==> config.mk <==
export PLATFORM = sky130hd
export DESIGN_NAME = pipeline_ctrl_flat
export DESIGN_NICKNAME = d
export VERILOG_FILES = /design/src/rtl/pipeline_ctrl_pkg.sv /design/src/rtl/pipeline_ctrl_if.sv /design/src/rtl/pipeline_ctrl_hazard_detect.sv /design/src/rtl/pipeline_ctrl.sv /design/src/flat_wrapper.sv
export SDC_FILE = /design/constraint.sdc
export NUM_CORES = 1
export LEC_CHECK = 0
export CAP_MARGIN = 10
export CORE_UTILIZATION = 40
export CTS_BUF_LIST = sky130_fd_sc_hd__clkbuf_8
export DETAILED_ROUTE_END_ITERATION = 8
export GPL_ROUTABILITY_DRIVEN = 0
export GPL_TIMING_DRIVEN = 0
export PLACE_DENSITY = 0.78
export SYNTH_ARGS = -nofsm -noshare
export SYNTH_HDL_FRONTEND = slang
export SYNTH_SLANG_ARGS = --single-unit
export TNS_END_PERCENT = 20
==> constraint.sdc <==
create_clock -name CLK -period 2.45 [get_ports CLK]
set_clock_uncertainty 0.05 [all_clocks]
set_input_delay 0.735 -clock CLK [delete_from_list [all_inputs] [get_ports CLK]]
set_output_delay 0.735 -clock CLK [all_outputs]
set_load 0.005 [all_outputs]
==> src/rtl/pipeline_ctrl_pkg.sv <==
// Shared types for the pipeline stall/flush sequencer.
package pipeline_ctrl_pkg;

  // RUN: normal flow. D_DONE: data access already satisfied, waiting on
  // the fetch. HALTED: terminal until reset.
  typedef enum logic [1:0] {
    RUN    = 2'd0,
    D_DONE = 2'd1,
    HALTED = 2'd2
  } ctrl_state_t;

  // Register zero never carries a real dependency.
  localparam logic [4:0] ZERO_REG = 5'd0;

endpackage

==> src/rtl/pipeline_ctrl_if.sv <==
// Handshake bundle between the sequencer and the pipeline registers/caches.
interface pipeline_ctrl_if #(parameter int STALL_CNT_W = 16);

  logic                   ihit;
  logic                   dhit;
  logic                   dREN_EX_MEM;
  logic                   dWEN_EX_MEM;
  logic                   halt_EX_MEM;
  logic                   dREN_ID_EX;
  logic [4:0]             Rt_ID_EX;
  logic [4:0]             Rs_IF_ID;
  logic [4:0]             Rt_IF_ID;
  logic                   branch_taken;

  logic                   enable_IF_ID;
  logic                   enable_ID_EX;
  logic                   enable_EX_MEM;
  logic                   enable_MEM_WB;
  logic                   flush_IF_ID;
  logic                   flush_ID_EX;
  logic                   flush_EX_MEM;
  logic                   pc_en;
  logic                   dmemREN;
  logic                   dmemWEN;
  logic                   halt;
  logic [STALL_CNT_W-1:0] stall_count;

  modport ctrl (
    input  ihit, dhit, dREN_EX_MEM, dWEN_EX_MEM, halt_EX_MEM, dREN_ID_EX,
           Rt_ID_EX, Rs_IF_ID, Rt_IF_ID, branch_taken,
    output enable_IF_ID, enable_ID_EX, enable_EX_MEM, enable_MEM_WB,
           flush_IF_ID, flush_ID_EX, flush_EX_MEM, pc_en,
           dmemREN, dmemWEN, halt, stall_count
  );

  modport tb (
    output ihit, dhit, dREN_EX_MEM, dWEN_EX_MEM, halt_EX_MEM, dREN_ID_EX,
           Rt_ID_EX, Rs_IF_ID, Rt_IF_ID, branch_taken,
    input  enable_IF_ID, enable_ID_EX, enable_EX_MEM, enable_MEM_WB,
           flush_IF_ID, flush_ID_EX, flush_EX_MEM, pc_en,
           dmemREN, dmemWEN, halt, stall_count
  );

endinterface

==> src/rtl/pipeline_ctrl_hazard_detect.sv <==
// Load-use hazard detection: a load in ID/EX whose destination feeds the
// instruction currently in IF/ID.
module hazard_detect
  import pipeline_ctrl_pkg::*;
(
  input  logic       dREN_ID_EX,
  input  logic [4:0] Rt_ID_EX,
  input  logic [4:0] Rs_IF_ID,
  input  logic [4:0] Rt_IF_ID,
  output logic       load_use
);

  // Register zero is hardwired, so a load targeting it creates no hazard.
  always_comb begin
    load_use = dREN_ID_EX && (Rt_ID_EX != ZERO_REG) &&
               ((Rt_ID_EX == Rs_IF_ID) || (Rt_ID_EX == Rt_IF_ID));
  end

endmodule

==> src/rtl/pipeline_ctrl.sv <==
// Central stall/flush sequencer: drives the pipeline register enables and
// flushes, the PC strobe, masked data requests, sticky halt and a stall
// counter.
module pipeline_ctrl
  import pipeline_ctrl_pkg::*;
#(
  parameter int STALL_CNT_W = 16
)
(
  input logic           CLK,
  input logic           RST,
  pipeline_ctrl_if.ctrl bus
);

  ctrl_state_t            state_q;
  ctrl_state_t            next_state;
  logic [STALL_CNT_W-1:0] stall_cnt_q;
  logic                   dreq;
  logic                   mem_ok;
  logic                   advance;
  logic                   load_use;

  assign dreq    = bus.dREN_EX_MEM | bus.dWEN_EX_MEM;
  assign mem_ok  = ~dreq | bus.dhit | (state_q == D_DONE);
  assign advance = (state_q != HALTED) & bus.ihit & mem_ok;

  hazard_detect u_hazard_detect (
    .dREN_ID_EX (bus.dREN_ID_EX),
    .Rt_ID_EX   (bus.Rt_ID_EX),
    .Rs_IF_ID   (bus.Rs_IF_ID),
    .Rt_IF_ID   (bus.Rt_IF_ID),
    .load_use   (load_use)
  );

  // State register; reset always returns to RUN.
  always_ff @(posedge CLK) begin
    if (RST) state_q <= RUN;
    else     state_q <= next_state;
  end

  // Next state: remember a satisfied data access while the fetch is still
  // pending, and latch halt once it has advanced out of EX/MEM.
  always_comb begin
    next_state = state_q;
    unique case (state_q)
      RUN: begin
        if (advance && bus.halt_EX_MEM)            next_state = HALTED;
        else if (dreq && bus.dhit && !bus.ihit)    next_state = D_DONE;
      end
      D_DONE: begin
        if (bus.ihit) next_state = bus.halt_EX_MEM ? HALTED : RUN;
      end
      HALTED:  next_state = HALTED;
      default: next_state = RUN;
    endcase
  end

  // Output decode: hold everything unless advancing, then apply branch,
  // load-use and halt modifiers; reset forces bubbles everywhere.
  always_comb begin
    bus.enable_IF_ID  = 1'b0;
    bus.enable_ID_EX  = 1'b0;
    bus.enable_EX_MEM = 1'b0;
    bus.enable_MEM_WB = 1'b0;
    bus.flush_IF_ID   = 1'b0;
    bus.flush_ID_EX   = 1'b0;
    bus.flush_EX_MEM  = 1'b0;
    bus.pc_en         = 1'b0;
    bus.dmemREN       = 1'b0;
    bus.dmemWEN       = 1'b0;
    bus.halt          = 1'b0;
    if (RST) begin
      bus.flush_IF_ID  = 1'b1;
      bus.flush_ID_EX  = 1'b1;
      bus.flush_EX_MEM = 1'b1;
    end else begin
      bus.dmemREN = bus.dREN_EX_MEM & (state_q == RUN);
      bus.dmemWEN = bus.dWEN_EX_MEM & (state_q == RUN);
      bus.halt    = (state_q == HALTED);
      if (advance) begin
        bus.enable_IF_ID  = 1'b1;
        bus.enable_ID_EX  = 1'b1;
        bus.enable_EX_MEM = 1'b1;
        bus.enable_MEM_WB = 1'b1;
        bus.pc_en         = 1'b1;
        if (bus.branch_taken) begin
          bus.flush_IF_ID = 1'b1;
          bus.flush_ID_EX = 1'b1;
        end else if (load_use) begin
          bus.enable_IF_ID = 1'b0;
          bus.pc_en        = 1'b0;
          bus.flush_ID_EX  = 1'b1;
        end
        if (bus.halt_EX_MEM) bus.flush_EX_MEM = 1'b1;
      end
    end
  end

  // Saturating count of cycles the pipeline spent held while not halted.
  always_ff @(posedge CLK) begin
    if (RST)
      stall_cnt_q <= '0;
    else if ((state_q != HALTED) && !advance && (stall_cnt_q != '1))
      stall_cnt_q <= stall_cnt_q + 1'b1;
  end

  assign bus.stall_count = stall_cnt_q;

endmodule

==> src/flat_wrapper.sv <==
// flat-port wrapper written by rule: the top's interface ports become plain ports
module pipeline_ctrl_flat import pipeline_ctrl_pkg::*;
#(
  parameter int STALL_CNT_W = 16
)
  (CLK, RST, bus_ihit, bus_dhit, bus_dREN_EX_MEM, bus_dWEN_EX_MEM, bus_halt_EX_MEM, bus_dREN_ID_EX, bus_Rt_ID_EX, bus_Rs_IF_ID, bus_Rt_IF_ID, bus_branch_taken, bus_enable_IF_ID, bus_enable_ID_EX, bus_enable_EX_MEM, bus_enable_MEM_WB, bus_flush_IF_ID, bus_flush_ID_EX, bus_flush_EX_MEM, bus_pc_en, bus_dmemREN, bus_dmemWEN, bus_halt, bus_stall_count);
  pipeline_ctrl_if #(.STALL_CNT_W(STALL_CNT_W)) bus_i ();
  input logic CLK;
  input logic RST;
  input wire logic [$bits(bus_i.ihit)-1:0] bus_ihit;
  input wire logic [$bits(bus_i.dhit)-1:0] bus_dhit;
  input wire logic [$bits(bus_i.dREN_EX_MEM)-1:0] bus_dREN_EX_MEM;
  input wire logic [$bits(bus_i.dWEN_EX_MEM)-1:0] bus_dWEN_EX_MEM;
  input wire logic [$bits(bus_i.halt_EX_MEM)-1:0] bus_halt_EX_MEM;
  input wire logic [$bits(bus_i.dREN_ID_EX)-1:0] bus_dREN_ID_EX;
  input wire logic [$bits(bus_i.Rt_ID_EX)-1:0] bus_Rt_ID_EX;
  input wire logic [$bits(bus_i.Rs_IF_ID)-1:0] bus_Rs_IF_ID;
  input wire logic [$bits(bus_i.Rt_IF_ID)-1:0] bus_Rt_IF_ID;
  input wire logic [$bits(bus_i.branch_taken)-1:0] bus_branch_taken;
  output wire logic [$bits(bus_i.enable_IF_ID)-1:0] bus_enable_IF_ID;
  output wire logic [$bits(bus_i.enable_ID_EX)-1:0] bus_enable_ID_EX;
  output wire logic [$bits(bus_i.enable_EX_MEM)-1:0] bus_enable_EX_MEM;
  output wire logic [$bits(bus_i.enable_MEM_WB)-1:0] bus_enable_MEM_WB;
  output wire logic [$bits(bus_i.flush_IF_ID)-1:0] bus_flush_IF_ID;
  output wire logic [$bits(bus_i.flush_ID_EX)-1:0] bus_flush_ID_EX;
  output wire logic [$bits(bus_i.flush_EX_MEM)-1:0] bus_flush_EX_MEM;
  output wire logic [$bits(bus_i.pc_en)-1:0] bus_pc_en;
  output wire logic [$bits(bus_i.dmemREN)-1:0] bus_dmemREN;
  output wire logic [$bits(bus_i.dmemWEN)-1:0] bus_dmemWEN;
  output wire logic [$bits(bus_i.halt)-1:0] bus_halt;
  output wire logic [$bits(bus_i.stall_count)-1:0] bus_stall_count;
  assign bus_i.ihit = bus_ihit;
  assign bus_i.dhit = bus_dhit;
  assign bus_i.dREN_EX_MEM = bus_dREN_EX_MEM;
  assign bus_i.dWEN_EX_MEM = bus_dWEN_EX_MEM;
  assign bus_i.halt_EX_MEM = bus_halt_EX_MEM;
  assign bus_i.dREN_ID_EX = bus_dREN_ID_EX;
  assign bus_i.Rt_ID_EX = bus_Rt_ID_EX;
  assign bus_i.Rs_IF_ID = bus_Rs_IF_ID;
  assign bus_i.Rt_IF_ID = bus_Rt_IF_ID;
  assign bus_i.branch_taken = bus_branch_taken;
  assign bus_enable_IF_ID = bus_i.enable_IF_ID;
  assign bus_enable_ID_EX = bus_i.enable_ID_EX;
  assign bus_enable_EX_MEM = bus_i.enable_EX_MEM;
  assign bus_enable_MEM_WB = bus_i.enable_MEM_WB;
  assign bus_flush_IF_ID = bus_i.flush_IF_ID;
  assign bus_flush_ID_EX = bus_i.flush_ID_EX;
  assign bus_flush_EX_MEM = bus_i.flush_EX_MEM;
  assign bus_pc_en = bus_i.pc_en;
  assign bus_dmemREN = bus_i.dmemREN;
  assign bus_dmemWEN = bus_i.dmemWEN;
  assign bus_halt = bus_i.halt;
  assign bus_stall_count = bus_i.stall_count;
  pipeline_ctrl #(.STALL_CNT_W(STALL_CNT_W)) u_core (.CLK(CLK), .RST(RST), .bus(bus_i));
endmodule
Yosys cells after proc, flatten, opt, wreduce, memory -nomap -nowiden

Index checks and enable logic that the tools add are counted.

Reduce and logical (&&, ||, !) cells: 13
Eq/ne operators: 8
Bitwise logic cells: 8
$add $sub $neg: 1
Mux-type cells: 24

Operators with widths:

| kind                                                   | count |
|---|---|
| 2-to-1 mux 1 bit                                       | 19 |
| adder 16 x 1 -> 16 bit (second input constant)         | 1 |
| inequality test 16 bit (second input constant)         | 1 |
| == test 5 bit                                          | 2 |
| 2-to-1 mux 2 bit                                       | 4 |
| logical AND 1 bit                                      | 7 |
| case mux 2 bit (3 select lines)                        | 1 |
| nonzero test 5 bit                                     | 1 |
| AND 1 bit                                              | 4 |
| inequality test 2 bit (second input constant)          | 2 |
| inequality test 3 x 1 -> 1 bit (second input constant) | 1 |
| bitwise OR 1 bit                                       | 3 |
| == test 2 x 1 -> 1 bit (second input constant)         | 1 |
| == test 2 bit (second input constant)                  | 1 |
| zero test 1 bit                                        | 2 |
| zero test 2 bit                                        | 1 |
| AND reduction 2 bit                                    | 1 |
| logical OR 1 bit                                       | 1 |
| NOT 1 bit                                              | 1 |

Word-level logic and storage cells: 56
Output and inout port bits: 27
Bits in registers: 18

Depth between registers and ports, before layout

Word-level depth: 8
Mapped depth: 6
Gate-level depth less buffers: 5

By module

Synthesis repeated with hierarchy kept, for this count alone.

Cell total of the unflattened synthesis: 152
Area, all modules: 1252.5 sq um

By module, submodules not included:

| module        | times used | area each (sq um) | seq. area each (sq um) | cells each |
|---|---|---|---|---|
| pipeline_ctrl | 1          | 1127.3            | 360.3                  | 135 |
| hazard_detect | 1          | 125.1             | 0.0                    | 17 |

Worst setup path after synthesis

Ideal clock, no wire load.

Path type: input port to output port
Start: input port RST
End: output port bus_enable_ID_EX
Cell stages on the path: 5
Setup slack: -176 ps
Arrival time: 1841 ps
Path buffers: 4
Path through: clkbuf_1 clkbuf_1 buf_1 nor2_1 buf_4

Word-level cells in the longest chain between the ends: 1

Ends and longest elaborated chain:

| element            | RTL line           | RTL |
|---|---|---|
| start: declaration | flat_wrapper.sv:9  | `input logic RST;` |
| 2-to-1 mux 1 bit   | n/a                |  |
| end: declaration   | flat_wrapper.sv:21 | `output wire logic [$bits(bus_i.enable_ID_EX)-1:0] bus_enable_ID_EX;` |

No other way between the ends.

Worst setup path in the final report

Start: input port bus_Rt_ID_EX[2]
End: output port bus_pc_en

Word-level cells in the longest chain between the ends: 7
Elaborated cells between the ends (all ways): 10
Classes of those cells: eq/ne (2); mux (4); reduce/logical (4)

Ends and longest elaborated chain:

| element                                                      | RTL line                                                             | RTL |
|---|---|---|
| start: declaration                                           | flat_wrapper.sv:16                                                   | `input wire logic [$bits(bus_i.Rt_ID_EX)-1:0] bus_Rt_ID_EX;` |
| == test 5 bit / nonzero test 5 bit (equally long branches)   | pipeline_ctrl_hazard_detect.sv:16, pipeline_ctrl_hazard_detect.sv:15 |  |
| logical OR 1 bit / logical AND 1 bit (equally long branches) | pipeline_ctrl_hazard_detect.sv:16, pipeline_ctrl_hazard_detect.sv:15 |  |
| logical AND 1 bit (*)                                        | pipeline_ctrl_hazard_detect.sv:15                                    | `load_use = dREN_ID_EX && (Rt_ID_EX != ZERO_REG) &&` |
| 2-to-1 mux 1 bit (*)                                         | pipeline_ctrl.sv:89                                                  | `end else if (load_use) begin` |
| 2-to-1 mux 1 bit (*)                                         | pipeline_ctrl.sv:86                                                  | `if (bus.branch_taken) begin` |
| 2-to-1 mux 1 bit (*)                                         | pipeline_ctrl.sv:80                                                  | `if (advance) begin` |
| 2-to-1 mux 1 bit (*)                                         | pipeline_ctrl.sv:72                                                  | `if (RST) begin` |
| end: declaration                                             | flat_wrapper.sv:27                                                   | `output wire logic [$bits(bus_i.pc_en)-1:0] bus_pc_en;` |

Every way passes the cells marked *; elsewhere a longest branch is shown, timed or not.

==> metrics.md <==
| Metric | Value |
|---|---|
| Status | complete, but fails checks |
| Failing checks | design-rule violations, negative setup slack |
| Worst setup SP type | primary input |
| ANT cells | 0 |
| Initial Util | 0.439 |
| RSZ-0062 raised after global routing | true |
| Pre-CTS WS | -1.09 ns |
| CP required | 1.66 ns |
| Post-DR vias/cell | 5.67 |
| Post-synth ARST share | 0 |
| Sw frac | 0.269 |
| Antenna violations before repair | 0 |
| Slew @ Worst Pin | 0.499 ns |
| Worst hold path class | register to register |
| Die Span Y | 58.0 um |
| Synth area leader | dfxtp_1 |
| Pleak | 0.738 nW |
| CTS sink count | 18 |
| Cell variety after synth | 43 |
| Crit path kind | primary input to output port |
| Cells after Synth | 148 |
| CP endpoint kind | output port |
| Clock tree root driver cell | clkbuf_8 |
| Via Count | 1321 |
| Fmax | 0.371 GHz |
| Logic gate share of total power | 0.253 |
| Clock latency on the worst-skew pair | 0.25 ns |
| Synth top area cells | dfxtp_1, xor2_1, or4_1 |
| Slew Viols, Final | 0 |
| Slew HR | 0.659 |
| Syn nets | 173 |
| CP Max Fanout | 3 |
| Final WL | 3.52 mm |
| Count leader, synth | dfxtp_1 |
| Pwr/cell area | 366 mW/mm2 |
| First-pass iteration count of the detailed router | 8 |
| Number of I/O port buffers | 49 |
| Syn. warnings | 0 |
| Detailed Route Iter0 Violations | 101 |
| Post-DP HPWL | 2.69 mm |
| Clock transition at path regs | 0.07 ns |
| Io pins | 51 |
| Tmin final | 2.69 ns |
| Mean routed wirelength per cell | 15.1 um |
| CTS Buffer Depth | 2 |
| Crit share post-route | 1.10 |
| Post-synth top area share | 0.287 |
| Core ar. | 0.00285 mm2 |
| NetSw | 184 uW |
| Cts bufs inserted | 3 |
| Mapped cell area | 0.00125 mm2 |
| First-pass GRT wire length | 6.13 mm |
| Most used DFF post-synth | dfxtp_1 |
| Yosys reg bits | 18 |
| H-tree Lvls | 1 |
| Sequential Area | 360 um2 |
| Top cells by instance count after synthesis | dfxtp_1, a21oi_1, xor2_1, nor2_1, or4_1 |
| Layout fillers | 240 |
| Final setup viols | 7 |
| DRC Markers | 1 |
| Clk pwr share | 0.297 |
| Post-synth EDFFs | 0 |
| Vias in the first global route | 1358 |
| Setup TNS | -0.946 ns |
| CTS tree | built |
| Layout Area Growth over Synthesis | 49.1% |
| Final nets | 229 |
| Area of the multi-input gates | 882 um2 |
| MaxCap Viol Count | 0 |
| Peak VDD IR | 0.268 mV |
| Sequential area share after synthesis | 0.287 |
| Largest net degree at the start of global routing | 20 |
| Total track usage | 0.239 |
| Share of layout cells above drive strength 1 | 0.267 |
| Die ar. | 0.00336 mm2 |
| Setup ws final | -0.242 ns |
| Crit path DAT | 1.91 ns |
| Int Pwr | 501 uW |
| Row cnt | 19 |
| Gr ovfl total | 0 |
| Hold Fails Final Rpt | 0 |
| Avg Cell Area, Syn | 8.47 um2 |
| Reg power frac | 0.450 |
| Antenna viol nets, final | 0 |
| DIE WIDTH | 58.0 um |
-- critical path, stage by stage --
cell	delay (ns)
buf_2	0.13
xor2_1	0.15
nor3_2	0.20
a22oi_2	0.08
o311a_1	0.37
buf_4	0.14
buf_6	0.10
-- state kept, by name, summed over array words and instances, names as in the netlist --
signal                  count
u_core.bus.stall_count     16
u_core.state_q              2
-- area by class of cell --
cell class | instances | area share
Tap cell | 31 | 0.0207
Clock buffer | 3 | 0.0221
Multi-Input combinational cell | 115 | 0.472
Inverter | 6 | 0.0120
Buffer | 8 | 0.0435
Sequential cell | 18 | 0.193
Timing Repair Buffer | 52 | 0.237
-- cells in the final DEF, fill, tap and decap left out, drive strengths merged, types with 5 or more instances in the layout --
| master | Yosys | final |
|---|---|---|
| or4 | 9 | 9 |
| nand3 | 8 | 8 |
| mux2 | 5 | 5 |
| nand4 | 5 | 5 |
| nor2 | 10 | 10 |
| buf | 7 | 29 |
| xor2 | 11 | 11 |
| clkbuf | 2 | 6 |
| a21oi | 11 | 11 |
| dfxtp | 18 | 18 |
| dlygate4sd2 | 0 | 5 |
| o31ai | 8 | 8 |
| clkdlybuf4s50 | 0 | 19 |
| nor3 | 5 | 5 |
| inv | 6 | 6 |
-- final timing paths --
check	start	end	slack, ns	depth (start not counted)
setup / recovery	bus_Rt_ID_EX[2]	bus_pc_en	-0.24	7
hold reg to reg	u_core.bus.stall_count[10]$_SDFFE_PP0P_	u_core.bus.stall_count[10]$_SDFFE_PP0P_	0.47	2
setup reg to reg	u_core.state_q[0]$_SDFFE_PP0P_	u_core.bus.stall_count[13]$_SDFFE_PP0P_	0.44	5
hold / removal	u_core.bus.stall_count[10]$_SDFFE_PP0P_	u_core.bus.stall_count[10]$_SDFFE_PP0P_	0.47	2
-- logic make-up (layout without fill, tap and decap cells) --
kind of cell               after synthesis  after routing  share of synthesized area
AOI/OAI and AO/OA                       36             36                      0.207
xor gates and xnor gates                11             11                     0.0768
adders and majority gates                2              2                     0.0180
buffers and inverters                   15             69                     0.0659
DFF                                     18             18                      0.287
muxes                                    5              5                     0.0449
and+or+nand+nor                         61             61                      0.300
-- metrics by stage --
stage	instances	power, mW	area, um2	utilization	hold WS [ns]
finish	233	0.685	1870	0.655	0.468
floorplan	148	0.387	1260	-	0.433
CTS	232	0.690	1860	0.654	0.470
detailed placement	228	0.479	1790	0.626	0.458
global placement	228	0.473	1790	0.626	0.449
global route	233	0.733	1870	0.655	0.516
-- routing by layer --
layer | track usage | routed length [um] | share of wire | up-vias
li1 | - | - | - | 670
met1 | 0.261 | 1370 | 0.39 | 586
met2 | 0.433 | 1840 | 0.52 | 59
met3 | 0.0469 | 233 | 0.066 | 6
met4 | 0.122 | 65 | 0.018 | 0
met5 | 0 | 0 | 0 | -
-- power groups by stage --
stage                     Clock [mW]  Sequential, mW  Combinational [mW]
after global placement             0           0.313               0.160
after detailed placement           0           0.314               0.165
after global routing           0.233           0.310               0.190
final                          0.203           0.308               0.173
after CTS                      0.211           0.308               0.171
after floorplan                    0           0.313              0.0744
-- repair_timing --
| action | CTS | global route |
|---|---|---|
| resized for setup | 119 | 5 |
| hold buffers | 0 | 0 |
| buffers inserted | 2 | 1 |
| pin swaps | 18 | 9 |
| endpoints found under the setup margin | 12 | 8 |
No activity file was read; power rests on OpenSTA's default activity.
==> edit, RTL diff (same flow settings) <==
`STALL_CNT_W` is set to 16 in 3 places; all go to 20.
--- a/src/rtl/pipeline_ctrl_if.sv
+++ b/src/rtl/pipeline_ctrl_if.sv
@@ -1,5 +1,5 @@
 // Handshake bundle between the sequencer and the pipeline registers/caches.
-interface pipeline_ctrl_if #(parameter int STALL_CNT_W = 16);
+interface pipeline_ctrl_if #(parameter int STALL_CNT_W = 20);
 
   logic                   ihit;
   logic                   dhit;
--- a/src/rtl/pipeline_ctrl.sv
+++ b/src/rtl/pipeline_ctrl.sv
@@ -4,7 +4,7 @@
 module pipeline_ctrl
   import pipeline_ctrl_pkg::*;
 #(
-  parameter int STALL_CNT_W = 16
+  parameter int STALL_CNT_W = 20
 )
 (
   input logic           CLK,
--- a/src/flat_wrapper.sv
+++ b/src/flat_wrapper.sv
@@ -1,7 +1,7 @@
 // flat-port wrapper written by rule: the top's interface ports become plain ports
 module pipeline_ctrl_flat import pipeline_ctrl_pkg::*;
 #(
-  parameter int STALL_CNT_W = 16
+  parameter int STALL_CNT_W = 20
 )
   (CLK, RST, bus_ihit, bus_dhit, bus_dREN_EX_MEM, bus_dWEN_EX_MEM, bus_halt_EX_MEM, bus_dREN_ID_EX, bus_Rt_ID_EX, bus_Rs_IF_ID, bus_Rt_IF_ID, bus_branch_taken, bus_enable_IF_ID, bus_enable_ID_EX, bus_enable_EX_MEM, bus_enable_MEM_WB, bus_flush_IF_ID, bus_flush_ID_EX, bus_flush_EX_MEM, bus_pc_en, bus_dmemREN, bus_dmemWEN, bus_halt, bus_stall_count);
   pipeline_ctrl_if #(.STALL_CNT_W(STALL_CNT_W)) bus_i ();
Interface: changed (resized bus_stall_count); port bits go from 51 to 55. The function was not compared with the original's and may differ.
==> edit against the unedited design <==
- the flow finishes with violations (setup timing)
- final area up 25%
- worst setup slack better by 0.0073 ns
- non-clock buffer count grew 15
- power grew 22%
- synthesized area is 29% higher
- utilization fell by 3.7 points
- sequential cell count increased by 4
- routed wire length rose by 9.7%
- critical path depth decreased by 2
- global-route usage decreased by 4.6 points
- maximum frequency rose by 0.27%
- highest routed layer unchanged
==> edit: results <==
{
  "dp.cells": 286,
  "max_slew_margin": 0.673,
  "io_buffers": 53,
  "violations": "setup timing",
  "fill_cells": 345,
  "grt_pass1_vias": 1406,
  "dp_hpwl_microns": 2800,
  "r2r_cells": 6,
  "clock_latency_ns": 0.27,
  "drive_gt1_frac": 0.337,
  "num-nets-final": 275,
  "synth.area.top_cells": "dfxtp_1, mux2_4, nor2b_1, a211oi_2, xor2_1",
  "whs_ns": 0.452,
  "largest_register_ffs": 20,
  "dp_slack_ns": -1.01,
  "final_area_sq_um": 2330,
  "synth_commonest_cells": "dfxtp_1, nor2_1, nor2b_1, nand2_1, xor2_1",
  "timing.final.ws_setup_ns": -0.235,
  "setup_tns_ns": -0.838,
  "drt_iter0_drc": 36,
  "fin_cells": 297,
  "via_count": 1541,
  "placed_area_sq_um": 2210,
  "syn-num-nets": 210,
  "grt_max_degree": 13,
  "setup_viol": 7,
  "vdd_ir_drop_max_mv": 0.315,
  "outcome": "finished with violations",
  "yosys.area.top_type_share": 0.272,
  "syn_inst": 185,
  "worstPathMaxFanout": 2
}
edit: changes by cell type after synthesis, moves of 4 or more:
| cell | before | now |
|---|---|---|
| nor2_1 | 10 | 21 |
| mux2_1 | 5 | 0 |
| a21oi_1 | 11 | 3 |
| nor2b_1 | 4 | 17 |
| mux2_2 | 0 | 8 |
| nand2_1 | 4 | 11 |
| or4_1 | 9 | 3 |
| mux2_4 | 0 | 9 |
| o31ai_1 | 8 | 1 |
| clkbuf_1 | 2 | 6 |
| a211oi_2 | 0 | 8 |
| dfxtp_1 | 18 | 22 |
edit: final cells by class:
| class | instances | area share |
|---|---|---|
| repair buffers | 60 | 0.219 |
| multi-input cells | 143 | 0.483 |
| flip-flops and latches | 22 | 0.189 |
| well taps | 48 | 0.0258 |
| plain buffers | 15 | 0.0510 |
| inverters | 5 | 0.00805 |
| clock buffers | 4 | 0.0236 |
edit: per-layer routing:
layer / up-vias / share of wire / track usage / routed length, microns
met4: 0 / 0.0070 / 0.0380 / 27
li1: 787 / - / - / -
met1: 710 / 0.48 / 0.253 / 1860
met3: 5 / 0.042 / 0.0486 / 161
met5: - / 0 / 0 / 0
met2: 39 / 0.47 / 0.316 / 1800
edit: power by group:
| group | internal (mW) | switching [mW] | leakage [nW] |
|---|---|---|---|
| registers | 0.365 | 0.0112 | 0.178 |
| logic | 0.101 | 0.0874 | 0.731 |
| clock network | 0.144 | 0.124 | 0.0288 |
edit: cells by family after synthesis:
group | after synthesis | share of synthesized area
compound gates | 25 | 0.139
xor+xnor | 11 | 0.0594
mux | 18 | 0.145
simple gates | 87 | 0.296
buf+inv | 20 | 0.0748
fa+ha+maj | 2 | 0.0139
flops | 22 | 0.272
edit: final timing paths:
check / endpoint / startpoint
max reg2reg: u_core.bus.stall_count[19] / u_core.bus.stall_count[0]
min: u_core.bus.stall_count[11] / u_core.bus.stall_count[11]
max: bus_pc_en / bus_dREN_ID_EX
min reg2reg: u_core.bus.stall_count[11] / u_core.bus.stall_count[11]
edit: critical path, stage by stage:
cell	delay, ns
clkdlybuf4s50_1	0.50
o21ai_4	0.07
o311a_1	0.36
buf_4	0.14
buf_6	0.10
edit: what timing repair did:
action | CTS | global route
pin swaps | 16 | 6
setup buffers | 8 | 0
gates resized for setup | 111 | 6
endpoints found under the setup margin | 11 | 8
